$ cat src/rtl/memoryaccess_stage_if.sv
// Data-memory bus between the RV32I memory-access stage and the data memory.
// The request side is held stable until ack; rdata is valid in the ack cycle.
interface memoryaccess_stage_if;
  logic        req;
  logic        we;
  logic [31:0] addr;
  logic [31:0] wdata;
  logic [3:0]  wstrb;
  logic        ack;
  logic [31:0] rdata;

  modport master (
    output req, we, addr, wdata, wstrb,
    input  ack, rdata
  );

  modport slave (
    input  req, we, addr, wdata, wstrb,
    output ack, rdata
  );
endinterface

$ cat src/rtl/memoryaccess_stage.sv
// RV32I pipeline stage 4: stage register, load/store over a req/ack data bus, writeback register.
// Optional macro DMEM_TIMEOUT_EN adds a REQ_TIMEOUT-cycle bus timeout that retires with o_bus_err.
module memoryaccess_stage #(
  parameter int unsigned REQ_TIMEOUT = 255
) (
  input  logic        i_clk,
  input  logic        i_rst_n,
  input  logic        i_ce,
  input  logic        i_is_load,
  input  logic        i_is_store,
  input  logic [2:0]  i_funct3,
  input  logic [31:0] i_alu_result,
  input  logic [31:0] i_store_data,
  input  logic [4:0]  i_rd_addr,
  input  logic        i_wr_rd,
  output logic        o_stall,
  output logic        o_ce,
  output logic [4:0]  o_rd_addr,
  output logic        o_wr_rd,
  output logic        o_rd_valid,
  output logic [31:0] o_rd,
  memoryaccess_stage_if.master dmem,
  output logic        o_wb_ce,
  output logic [4:0]  o_wb_rd_addr,
  output logic        o_wb_wr_rd,
  output logic [31:0] o_wb_rd,
  output logic        o_misaligned,
  output logic        o_bus_err
);

  localparam logic [0:0] ST_IDLE = 1'b0;
  localparam logic [0:0] ST_WAIT = 1'b1;
  localparam logic [15:0] TIMEOUT_LIMIT = 16'(REQ_TIMEOUT);

  logic        is_load_q;
  logic        is_store_q;
  logic [2:0]  funct3_q;
  logic [31:0] store_data_q;

  logic        mem_op;
  logic        misaligned;
  logic        mis_err;
  logic        req;
  logic        timeout;
  logic        stall;
  logic [0:0]  state;
  logic [0:0]  state_next;
  logic [31:0] load_data;
  logic [31:0] wdata_lanes;
  logic [3:0]  wstrb_lanes;

  assign mem_op = is_load_q | is_store_q;

  // NOTE: every variable written in always_comb gets a default first, so no path infers a latch.
  always_comb begin
    misaligned = 1'b0;
    case (funct3_q[1:0])
      2'b01:        misaligned = o_rd[0];
      2'b10, 2'b11: misaligned = |o_rd[1:0];
      default:      misaligned = 1'b0;
    endcase
  end

  assign mis_err = o_ce & mem_op & misaligned;
  assign req     = o_ce & mem_op & ~misaligned;
  assign stall   = req & ~dmem.ack & ~timeout;

`ifdef DMEM_TIMEOUT_EN
  logic [15:0] wait_cnt;

  // Counts stalled request cycles; any retire (stall low) restarts it.
  always_ff @(posedge i_clk or negedge i_rst_n) begin
    if (!i_rst_n)   wait_cnt <= '0;
    else if (stall) wait_cnt <= wait_cnt + 16'd1;
    else            wait_cnt <= '0;
  end

  assign timeout = req & ~dmem.ack & (wait_cnt == TIMEOUT_LIMIT);
`else
  logic timeout_unused;
  assign timeout_unused = ^TIMEOUT_LIMIT;
  assign timeout        = 1'b0;
`endif

  always_comb begin
    state_next = state;
    case (state)
      ST_IDLE: if (req & ~dmem.ack & ~timeout)  state_next = ST_WAIT;
      ST_WAIT: if (~req | dmem.ack | timeout)   state_next = ST_IDLE;
      default:                                  state_next = ST_IDLE;
    endcase
  end

  // NOTE: sequential state uses non-blocking assignments so every register samples pre-edge values.
  always_ff @(posedge i_clk or negedge i_rst_n) begin
    if (!i_rst_n) state <= ST_IDLE;
    else          state <= state_next;
  end

  // Load lane selection and extension; unlisted funct3 codes pass the raw word.
  always_comb begin
    logic [7:0]  b;
    logic [15:0] h;
    b = 8'h00;
    case (o_rd[1:0])
      2'b00: b = dmem.rdata[7:0];
      2'b01: b = dmem.rdata[15:8];
      2'b10: b = dmem.rdata[23:16];
      2'b11: b = dmem.rdata[31:24];
      default: b = 8'h00;
    endcase
    h = o_rd[1] ? dmem.rdata[31:16] : dmem.rdata[15:0];
    case (funct3_q)
      3'b000:  load_data = {{24{b[7]}}, b};
      3'b001:  load_data = {{16{h[15]}}, h};
      3'b100:  load_data = {24'h0, b};
      3'b101:  load_data = {16'h0, h};
      default: load_data = dmem.rdata;
    endcase
  end

  always_comb begin
    wdata_lanes = store_data_q;
    wstrb_lanes = 4'b1111;
    case (funct3_q[1:0])
      2'b00: begin
        wdata_lanes = {4{store_data_q[7:0]}};
        wstrb_lanes = 4'b0001 << o_rd[1:0];
      end
      2'b01: begin
        wdata_lanes = {2{store_data_q[15:0]}};
        wstrb_lanes = o_rd[1] ? 4'b1100 : 4'b0011;
      end
      default: begin
        wdata_lanes = store_data_q;
        wstrb_lanes = 4'b1111;
      end
    endcase
  end

  assign dmem.req   = req;
  assign dmem.we    = req & is_store_q;
  assign dmem.addr  = {o_rd[31:2], 2'b00};
  assign dmem.wdata = wdata_lanes;
  assign dmem.wstrb = (req & is_store_q) ? wstrb_lanes : 4'b0000;

  assign o_stall      = stall;
  assign o_rd_valid   = o_ce & ~is_load_q;
  assign o_misaligned = mis_err;
  assign o_bus_err    = timeout;

  always_ff @(posedge i_clk or negedge i_rst_n) begin
    if (!i_rst_n) begin
      o_ce         <= 1'b0;
      o_rd_addr    <= '0;
      o_wr_rd      <= 1'b0;
      o_rd         <= '0;
      is_load_q    <= 1'b0;
      is_store_q   <= 1'b0;
      funct3_q     <= '0;
      store_data_q <= '0;
    end else if (!stall) begin
      o_ce         <= i_ce;
      o_rd_addr    <= i_rd_addr;
      o_wr_rd      <= i_wr_rd;
      o_rd         <= i_alu_result;
      is_load_q    <= i_is_load;
      is_store_q   <= i_is_store;
      funct3_q     <= i_funct3;
      store_data_q <= i_store_data;
    end
  end

  // Stores, misaligned accesses and timeouts retire without writing rd.
  always_ff @(posedge i_clk or negedge i_rst_n) begin
    if (!i_rst_n) begin
      o_wb_ce      <= 1'b0;
      o_wb_rd_addr <= '0;
      o_wb_wr_rd   <= 1'b0;
      o_wb_rd      <= '0;
    end else if (!stall) begin
      o_wb_ce      <= o_ce;
      o_wb_rd_addr <= o_rd_addr;
      o_wb_wr_rd   <= o_ce & o_wr_rd & ~is_store_q & ~mis_err & ~timeout;
      o_wb_rd      <= is_load_q ? load_data : o_rd;
    end
  end

endmodule

$ cat src/flat_wrapper.sv
// flat-port wrapper written by rule: the top's interface ports become plain ports
module memoryaccess_stage_flat 
#(
  parameter int unsigned REQ_TIMEOUT = 255
)
  (i_clk, i_rst_n, i_ce, i_is_load, i_is_store, i_funct3, i_alu_result, i_store_data, i_rd_addr, i_wr_rd, o_stall, o_ce, o_rd_addr, o_wr_rd, o_rd_valid, o_rd, o_wb_ce, o_wb_rd_addr, o_wb_wr_rd, o_wb_rd, o_misaligned, o_bus_err, dmem_req, dmem_we, dmem_addr, dmem_wdata, dmem_wstrb, dmem_ack, dmem_rdata);
  memoryaccess_stage_if dmem_i ();
  input  logic i_clk;
  input  logic i_rst_n;
  input  logic i_ce;
  input  logic i_is_load;
  input  logic i_is_store;
  input  logic [2:0] i_funct3;
  input  logic [31:0] i_alu_result;
  input  logic [31:0] i_store_data;
  input  logic [4:0] i_rd_addr;
  input  logic i_wr_rd;
  output logic o_stall;
  output logic o_ce;
  output logic [4:0] o_rd_addr;
  output logic o_wr_rd;
  output logic o_rd_valid;
  output logic [31:0] o_rd;
  output logic o_wb_ce;
  output logic [4:0] o_wb_rd_addr;
  output logic o_wb_wr_rd;
  output logic [31:0] o_wb_rd;
  output logic o_misaligned;
  output logic o_bus_err;
  output wire logic [$bits(dmem_i.req)-1:0] dmem_req;
  output wire logic [$bits(dmem_i.we)-1:0] dmem_we;
  output wire logic [$bits(dmem_i.addr)-1:0] dmem_addr;
  output wire logic [$bits(dmem_i.wdata)-1:0] dmem_wdata;
  output wire logic [$bits(dmem_i.wstrb)-1:0] dmem_wstrb;
  input wire logic [$bits(dmem_i.ack)-1:0] dmem_ack;
  input wire logic [$bits(dmem_i.rdata)-1:0] dmem_rdata;
  assign dmem_req = dmem_i.req;
  assign dmem_we = dmem_i.we;
  assign dmem_addr = dmem_i.addr;
  assign dmem_wdata = dmem_i.wdata;
  assign dmem_wstrb = dmem_i.wstrb;
  assign dmem_i.ack = dmem_ack;
  assign dmem_i.rdata = dmem_rdata;
  memoryaccess_stage #(.REQ_TIMEOUT(REQ_TIMEOUT)) u_core (.i_clk(i_clk), .i_rst_n(i_rst_n), .i_ce(i_ce), .i_is_load(i_is_load), .i_is_store(i_is_store), .i_funct3(i_funct3), .i_alu_result(i_alu_result), .i_store_data(i_store_data), .i_rd_addr(i_rd_addr), .i_wr_rd(i_wr_rd), .o_stall(o_stall), .o_ce(o_ce), .o_rd_addr(o_rd_addr), .o_wr_rd(o_wr_rd), .o_rd_valid(o_rd_valid), .o_rd(o_rd), .dmem(dmem_i), .o_wb_ce(o_wb_ce), .o_wb_rd_addr(o_wb_rd_addr), .o_wb_wr_rd(o_wb_wr_rd), .o_wb_rd(o_wb_rd), .o_misaligned(o_misaligned), .o_bus_err(o_bus_err));
endmodule
$ cat config.mk
export PLATFORM = sky130hd
export DESIGN_NAME = memoryaccess_stage_flat
export DESIGN_NICKNAME = d
export VERILOG_FILES = /design/src/rtl/memoryaccess_stage_if.sv /design/src/rtl/memoryaccess_stage.sv /design/src/flat_wrapper.sv
export SDC_FILE = /design/constraint.sdc
export NUM_CORES = 1
export LEC_CHECK = 0
export ABC_CLOCK_PERIOD_IN_PS = 2400
export CORE_UTILIZATION = 34
export DETAILED_ROUTE_END_ITERATION = 8
export HOLD_SLACK_MARGIN = 0.05
export PLACE_DENSITY = 0.65
export SLEW_MARGIN = 30
export SYNTH_ARGS = -nofsm -noshare
export SYNTH_HDL_FRONTEND = slang
export SYNTH_SLANG_ARGS = --single-unit
$ cat constraint.sdc
create_clock -name i_clk -period 2.4 [get_ports i_clk]
set_clock_uncertainty 0.05 [all_clocks]
set_input_delay 0.24 -clock i_clk [delete_from_list [all_inputs] [get_ports i_clk]]
set_output_delay 0.24 -clock i_clk [all_outputs]
set_load 0.03 [all_outputs]
; ---- Word level (Yosys, flattened, before mapping)
; Cells that the tools add are included.
[op_classes]
n_eq_ne = 9
shifts = 1
mux = 9
bitwise_logic = 15
reduce_logical = 5
[op_table]
columns = op, n
row1 = $pmux 32 s4, 1
row2 = $pmux 32 s2, 1
row3 = $mux 32, 1
row4 = $pmux 8 s4, 1
row5 = $mux 16, 1
row6 = $and 1x1->1, 9
row7 = $eq 2x2->1 const B, 4
row8 = $mux 4, 2
row9 = $pmux 4 s2, 1
row10 = $eq 3x3->1 const B, 2
row11 = $not 1->1, 5
row12 = $eq 2x1->1 const B, 2
row13 = $logic_not 2->1, 2
row14 = $reduce_or 2->1, 2
row15 = $shl 1x2->4 const A, 1
row16 = $eq 3x1->1 const B, 1
row17 = $logic_not 3->1, 1
row18 = $pmux 1 s2, 1
row19 = $or 1x1->1, 1
[word_totals]
ff_bits = 115
inputBits = 111
out_inout_bits = 152
wordCells = 51

; ---- Depth between registers and ports, before layout
; Gate-level depths: netlist (run 1).
[depth]
ltp_word = 7
mapped_depth = 9
depth_no_buf = 5

; ---- Worst setup path before layout (run 1)
; OpenSTA, ideal clock, no wires.
[synth_timing]
path_type = register to output
startpoint = register u_core.o_rd[1]
endpoint = output dmem_we
arrival_time_ns = 1.929
t_required_ns = 2.110
slack_ns = 0.181
path_stages_with_launch = 7
path_buffers = 2
path_cell_list = dfrtp_1 > buf_6 > buf_2 > nor2_1 > nor2_1 > nor2_1 > and2_1
[synth_via]
elab_chain_len = 5
[synth_lines]
columns = element, line_no
row1 = start: declaration, memoryaccess_stage.sv:21  ; output logic [31:0] o_rd,
row2 = start signal: assignment, memoryaccess_stage.sv:166  ; o_rd <= i_alu_result;
row3 = $reduce_or 2->1, memoryaccess_stage.sv:59  ; 2'b10, 2'b11: misaligned = |o_rd[1:0];
row4 = $pmux 1 s2, memoryaccess_stage.sv:57  ; case (funct3_q[1:0])
row5 = $not 1->1, memoryaccess_stage.sv:65  ; assign req = o_ce & mem_op & ~misaligned;
row6 = $and 1x1->1, memoryaccess_stage.sv:65
row7 = via dmem_req, flat_wrapper.sv:30  ; output wire logic [$bits(dmem_i.req)-1:0] dmem_req;
row8 = $and 1x1->1, memoryaccess_stage.sv:142  ; assign dmem.we = req & is_store_q;
row9 = end: declaration, flat_wrapper.sv:31  ; output wire logic [$bits(dmem_i.we)-1:0] dmem_we;
; The timed path passes the listed nets, and every way through them passes these cells.

; ---- Final worst setup path (run 1)
[layout_timing]
startpoint = register u_core.funct3_q[1]
endpoint = output o_stall
[layout_via]
elab_chain_len = 6
word_cells_on_any_way = 8
cone_classes = 3 x eq/ne / 1 x mux / 3 x bitwise / 1 x reduce/logical
[layout_lines]
columns = element, line_no
row1 = start: declaration, memoryaccess_stage.sv:37  ; logic [2:0] funct3_q;
row2 = start signal: assignment, memoryaccess_stage.sv:169  ; funct3_q <= i_funct3;
row3 = $eq 2x2->1, memoryaccess_stage.sv:57
row4 = $reduce_or 2->1, memoryaccess_stage.sv:57
row5 = $pmux 1 s2 *, memoryaccess_stage.sv:57
row6 = $not 1->1 *, memoryaccess_stage.sv:65
row7 = $and 1x1->1 *, memoryaccess_stage.sv:65
row8 = $and 1x1->1 *, --
row9 = end: declaration, flat_wrapper.sv:18  ; output logic o_stall;
; Mark *: on every way between the ends. The rest lies on a longest branch, timed or not.

==> results of run 1 <==
## path summary, 6_finish.rpt
path	from	end	depth (start not counted)
worst max register to register	u_core.funct3_q[1]$_DFFE_PN0N_	u_core.o_wb_rd[31]$_DFFE_PN0N_	6
max in group asynchronous	i_rst_n	u_core.o_wb_rd[25]$_DFFE_PN0N_	3
worst max-delay path	u_core.funct3_q[1]$_DFFE_PN0N_	o_stall	5
worst min register to register	u_core.store_data_q[20]$_DFFE_PN0N_	u_core.store_data_q[20]$_DFFE_PN0N_	2
worst min-delay path	i_rst_n	u_core.o_rd_addr[0]$_DFFE_PN0N_	2
min in group i_clk	i_funct3[2]	u_core.funct3_q[2]$_DFFE_PN0N_	3
## layer usage
| metal | routed length [µm] | up-vias |
|---|---|---|
| met5 | 0 | - |
| met4 | 496 | 0 |
| met3 | 1250 | 27 |
| met2 | 9280 | 173 |
| met1 | 8640 | 2651 |
| li1 | - | 2700 |
## metrics by stage
stage / utilization [%] / area [µm²] / instances / power, mW / setup slack, ns
floorplan: - / 6020 / 694 / 3.91 / 0.181
global placement: 49.4 / 8550 / 1113 / 4.99 / 0.267
detailed placement: 49.4 / 8550 / 1113 / 5.01 / 0.221
CTS: 52.6 / 9100 / 1146 / 7.43 / 0.0257
global route: 52.7 / 9110 / 1147 / 7.70 / 0.0201
finish: 52.7 / 9110 / 1147 / 7.36 / 0.0978
## area by class of cell
class	instances	area, µm²	area share (%)
sequential	115	2880	31.6
multi-input combinational	483	2510	27.6
tap	225	282	3.09
antenna	1	2.50	0.0275
timing repair buffer	286	2850	31.2
inverter	5	23.8	0.261
clock inverter	11	111	1.22
clock buffer	21	450	4.94
## layout by cell type (no fill, tap or decap), types with 11 or more instances in the layout
master,netlist,layout
nor3_1,12,12
buf_4,47,25
mux2_2,16,16
o21ai_0,41,41
clkbuf_16,0,17
a221oi_1,16,16
dfrtp_1,115,113
o21ai_1,11,11
clkdlybuf4s50_1,0,228
mux2i_1,18,18
a21oi_1,12,12
nand2_1,268,268
dlygate4sd2_1,0,23
nor2_1,25,23
## worst max-delay path, delay by kind of cell (launching register included)
kind | cells | cell delay [ns]
AOI/OAI and AO/OA | 2 | 0.57
DFF | 1 | 0.48
buffers and inverters | 3 | 0.55
## cells by family after synthesis
group / count (synthesis)
muxes: 34
and+or+nand+nor: 323
buffers and inverters: 96
other: 1
AOI/OAI and AO/OA: 120
DFF: 115
xor gates and xnor gates: 3
## power by group through the flow
stage | clock, mW | sequential [mW] | combinational, mW
6_report | 2.43 | 2.44 | 2.49
5_1_grt | 2.57 | 2.48 | 2.65
4_1_cts | 2.48 | 2.44 | 2.51
3_5_place_dp | 0 | 2.47 | 2.54
3_3_place_gp | 0 | 2.46 | 2.52
2_1_floorplan | 0 | 2.80 | 1.11
## sequential cells by signal, indices dropped and copies added, names as in the netlist
| signal | flops |
|---|---|
| u_core.funct3_q | 3 |
| u_core.o_ce | 1 |
| u_core.store_data_q | 32 |
| u_core.o_wb_rd | 32 |
| u_core.o_wr_rd | 1 |
| u_core.o_wb_ce | 1 |
| u_core.is_store_q | 1 |
| u_core.o_rd_addr | 5 |
| u_core.o_rd | 32 |
| u_core.o_wb_rd_addr | 5 |
| u_core.is_load_q | 1 |
| u_core.o_wb_wr_rd | 1 |
## repair_timing
| action | in CTS | in global routing |
|---|---|---|
| gates cloned | 0 | 0 |
| gates resized for setup | 25 | 3 |
| hold buffers | 1 | 0 |
| pin swaps | 0 | 0 |
| setup endpoints to repair | 24 | 3 |
| hold endpoints to repair | 25 | 0 |
==> out/qor.yml, run 1 <==
grt.met1_usage_pct: 28.6
drive_gt1_share_pct: 10.1
ctsHtreeMaxLevel: 4
leakagePower_nw: 4.10
synth_adder_area_share_pct: 0
drtPass1Iterations: 4
slew_viol_final: 0
worst_pin_slew_ns: 0.641
start_util_pct: 34.7
yosysMostFrequentCell: "nand2_1"
pwr_density_cell_mw_per_mm2: 808
synth_top_cell_by_area: "dfrtp_1"
synth_edf_count: 0
clockBufferDepth: 2
combPwrFrac_pct: 33.8
antenna_found_initial: 1
yosys.area_share.simple_pct: 21.2
routed_wl_um: 19700
synth_xor_area_share_pct: 0.437
synth.cell_area_mm2: 0.00601
insertion_delay_ns: 0.41
timing.final.crit_share_pct: 95.9
synth_flop_cell: "dfrtp_1"
holdWs_ns: 0.258
drcViolationCount: 0
dieWidth_um: 135
synth_seq_cells: 115
vias: 5551
p_seq_share_pct: 33.2
reg2reg_slack_ns: 0.18
swShare_pct: 34.9
ir_drop_v: 0.000537
ys.warnings.count: 0
cts_sinks: 115
grt_busiest_layer: "met2"
n_fill_cell: 1651
slowest_stage: "dfrtp_2"
p_int_mw: 4.79
crit_chain: "buf_12, o21a_1, a2111o_2, inv_6, buf_4"
path_max_fanout: 29
avgViaCountPerCell: 4.84
setup_tns_ns: 0
async_reset_ff_share_pct: 100
netlist-cell-type-count: 47
cts_root_buffer: "clkbuf_16"
hpwl_um: 14300
syn2layout_area_growth_pct: 51.6
hold_path_class: "primary input to async pin"
syn_inst: 692
port_buffers: 259
fin_nets: 1019
status: "finished clean"
wl_per_cell_um: 17.1
start_kind: "flop"
required_ns: 2.11
core_region_area_mm2: 0.0173
cts_tree: "built"
grt_max_degree: 59
first_global_vias: 5490
met3_usage_pct: 6.57
die_y_um: 135
dieArea_mm2: 0.0182
path_class: "flop to output pin"
numCtsBuffers: 17
worstPathArrival_ns: 2.01
avgSynthCellArea_um2: 8.68
p_clk_share_pct: 33.0
ioPinCount: 263
ant_nets: 0
fp-row-count: 48
yosysSeqAreaShare_pct: 47.9
first_iter_violations: 290
setup_viol: 0
grt_pass1_wl_um: 30300
fin_crit_ns: 2.30
clkTransAtPathRegs_ns: 0.05
synth.area.mux_share_pct: 6.00
cpPeakStageDelay_ns: 0.48
rsz0062_at_grt: "false"
report.final.hold_viol_count: 0
use_met2_pct: 34.5
track_usage_pct: 22.1
synth-compound-area-share_pct: 13.9
synth_top_family_by_area: "simple AND/OR/NAND/NOR gates"
p_switching_mw: 2.57
endpoint_kind: "output pin"
timing.fmax_mhz: 434
grt_overflow: 0
yosys.area.top_type_share_pct: 47.9
synth_area_leaders: "dfrtp_1 (48%), nand2_1 (17%), buf_4 (5.9%)"
place_congestion: 0.852
drv_cap: 0
synthTopCellsByCount: "nand2_1 (268), dfrtp_1 (115), buf_4 (47)"
post-cts-setup-buffers: 0
slew_headroom_pct: 57.2
Note: power is estimated with default switching activity, not from simulation.
==> run 2: changes to the inputs <==
--- a/config.mk
+++ b/config.mk
@@ -9,6 +9,7 @@
 export CORE_UTILIZATION = 34
 export DETAILED_ROUTE_END_ITERATION = 8
+export DONT_BUFFER_PORTS = 1
 export HOLD_SLACK_MARGIN = 0.05
-export PLACE_DENSITY = 0.65
+export PLACE_DENSITY = 0.46
 export SLEW_MARGIN = 30
 export SYNTH_ARGS = -nofsm -noshare
--- a/constraint.sdc
+++ b/constraint.sdc
@@ -3,3 +3,3 @@
 set_input_delay 0.24 -clock i_clk [delete_from_list [all_inputs] [get_ports i_clk]]
 set_output_delay 0.24 -clock i_clk [all_outputs]
-set_load 0.03 [all_outputs]
+set_load 0.005 [all_outputs]
==> out/qor.yml, run 2 (synthesized netlist as in run 1, its figures left out) <==
cts_tree: "built"
r2r_cells: 5  # -1
reg2reg_slack_ns: 0.22  # +0.04 ns
routed_wl_um: 18500  # -5.8%
vias: 4975  # -10%
crit_chain: "o21a_1, a2111o_2, inv_8, buf_16"
timing.rr.start: "u_core.funct3_q[1]$_DFFE_PN0N_"
core_region_area_mm2: 0.0173  # unchanged
pwr_density_cell_mw_per_mm2: 813  # +0.64%
cts_root_buffer: "clkbuf_16"
wl_per_cell_um: 18.9  # +10%
start_kind: "flop"
rsz0062_at_grt: "false"
syn2layout_area_growth_pct: 24.6
start_util_pct: 34.7  # unchanged
antenna_found_initial: 0  # -1
fin_nets: 852  # -16%
ioPinCount: 263  # unchanged
diodes: 0  # -1
violations: "negative hold slack"
endpoint_kind: "output pin"
timing.final.crit_share_pct: 96.4  # +0.47 points
path_class: "flop to output pin"
report.final.hold_viol_count: 115  # +115
slowest_stage: "dfrtp_1"
cpPeakStageDelay_ns: 0.48  # about the same
die_y_um: 135  # unchanged
holdWs_ns: -0.532  # -0.790 ns
layout.cells.non_filler: 979  # -15%
grt_pass1_wl_um: 28200  # -6.8%
drtPass1Iterations: 5  # +1
grt_max_degree: 116  # +97%
hold_path_class: "primary input to async pin"
avgViaCountPerCell: 5.08  # +5.0%
cts_sinks: 115  # unchanged
ctsHtreeMaxLevel: 4  # unchanged
setup_tns_ns: 0  # unchanged
ir_drop_v: 0.000508  # -5.5%
insertion_delay_ns: 0.41  # about the same
dpl.cell_count: 851  # -24%
path_max_fanout: 41  # +41%
hold_buffers: 94  # +93
leakagePower_nw: 3.40  # -17%
drcViolationCount: 0  # unchanged
fp-row-count: 48  # unchanged
power.total_mw: 6.08  # -17%
required_ns: 2.11  # about the same
drv_cap: 0  # unchanged
first_global_vias: 4945  # -9.9%
fin_crit_ns: 2.31  # +0.0114 ns
drive_gt1_share_pct: 11.9  # +1.8 points
status: "finished, violations left"
ant_nets: 0  # unchanged
top_regs: "u_core.o_rd x32, u_core.o_wb_rd x32, u_core.store_data_q x32"
dieWidth_um: 135  # unchanged
slew_headroom_pct: 51.4  # -5.8 points
worstPathArrival_ns: 2.02  # about the same
mostFrequentLayoutCells: "nand2_1 (268), dfrtp_1 (112), dlygate4sd3_1 (94)"
place_congestion: 0.810  # -4.9%
port_buffers: 0  # -100%
worst_pin_slew_ns: 0.710  # +0.0689 ns
clkTransAtPathRegs_ns: 0.05  # about the same
first_iter_violations: 238  # -18%
reg2reg_to: "u_core.o_wb_rd[2]$_DFFE_PN0N_"
numCtsBuffers: 17  # unchanged
final_common_cell: "nand2_1"
dieArea_mm2: 0.0182  # unchanged
track_usage_pct: 20.8  # -1.3 points
timing.fmax_mhz: 432  # -0.49%
hpwl_um: 12600  # -12%
clockBufferDepth: 2  # unchanged
setup_viol: 0  # unchanged
slew_viol_final: 0  # unchanged
grt_overflow: 0  # unchanged
[run 2: changes by cell type in the layout (fill, tap and decap cells not counted), sizes merged]
cell           delta
buf               -8
clkdlybuf4s50   -228
clkinv            -5
clkinvlp          +5
diode             -1
dlygate4sd2      -23
dlygate4sd3      +93
dlymetal6s2s      -1
[run 2: where the power goes]
part	internal (mW)	switching (mW)	total (mW)	leakage [nW]
registers	2.21	0.302	2.51	1.35
logic	0.458	0.557	1.01	1.77
clock network	1.64	0.923	2.56	0.280
[run 2: worst max-delay path by stage]
stage | start | end | slack (ns) | cells past startpoint
after floorplan | u_core.o_rd[0]$_DFFE_PN0N_ | u_core.store_data_q[19]$_DFFE_PN0N_ | 0.64 | 8
after global placement | u_core.o_rd[0]$_DFFE_PN0N_ | u_core.o_wb_rd[16]$_DFFE_PN0N_ | 0.22 | 5
after detailed placement | u_core.o_rd[0]$_DFFE_PN0N_ | u_core.o_wb_rd[16]$_DFFE_PN0N_ | 0.20 | 5
after CTS | u_core.o_rd[1]$_DFFE_PN0N_ | dmem_wstrb[3] | 0.01 | 5
after global routing | u_core.funct3_q[0]$_DFFE_PN0N_ | dmem_wstrb[3] | 0.002 | 5
final | u_core.o_rd[0]$_DFFE_PN0N_ | o_stall | 0.09 | 4
[run 2: per-layer routing]
| layer | GRT usage, % | wire, µm | up-vias |
|---|---|---|---|
| met3 | 8.26 | 1600 | 29 |
| met2 | 32.6 | 8660 | 206 |
| met5 | 0 | 0 | - |
| met4 | 8.68 | 493 | 0 |
| met1 | 25.3 | 7780 | 2380 |
| li1 | - | - | 2360 |
[run 2: stage by stage]
stage / setup WS [ns] / instance area (µm²) / util [%]
detailed placement: 0.202 / 5900 / 34.1
global route: 0.00242 / 7490 / 43.3
CTS: 0.0100 / 7450 / 43.1
floorplan: 0.639 / 6020 / -
finish: 0.0864 / 7490 / 43.3
global placement: 0.221 / 5890 / 34.1
[run 2: area by class of cell]
| type | instances | area (µm²) |
|---|---|---|
| multi-input combinational | 483 | 2530 |
| timing repair buffer | 119 | 1160 |
| clock inverter | 11 | 128 |
| tap | 225 | 282 |
| sequential | 115 | 2880 |
| clock buffer | 21 | 480 |
| inverter | 5 | 26.3 |
| fill | 1710 | 9810 |
[run 2: worst max-delay path: cells and delay by family, from the launching register on]
kind,cells,cell delay [ns]
AOI/OAI and AO/OA,2,0.70
buffers and inverters,2,0.39
DFF,1,0.48
[run 2: what timing repair did]
item | in CTS | in global routing
resized for setup | 2 | 4
setup endpoints to repair | 9 | 9
buffers inserted | 0 | 2
cloned | 0 | 0
pin swaps | 0 | 0
hold endpoints to repair | 209 | 115
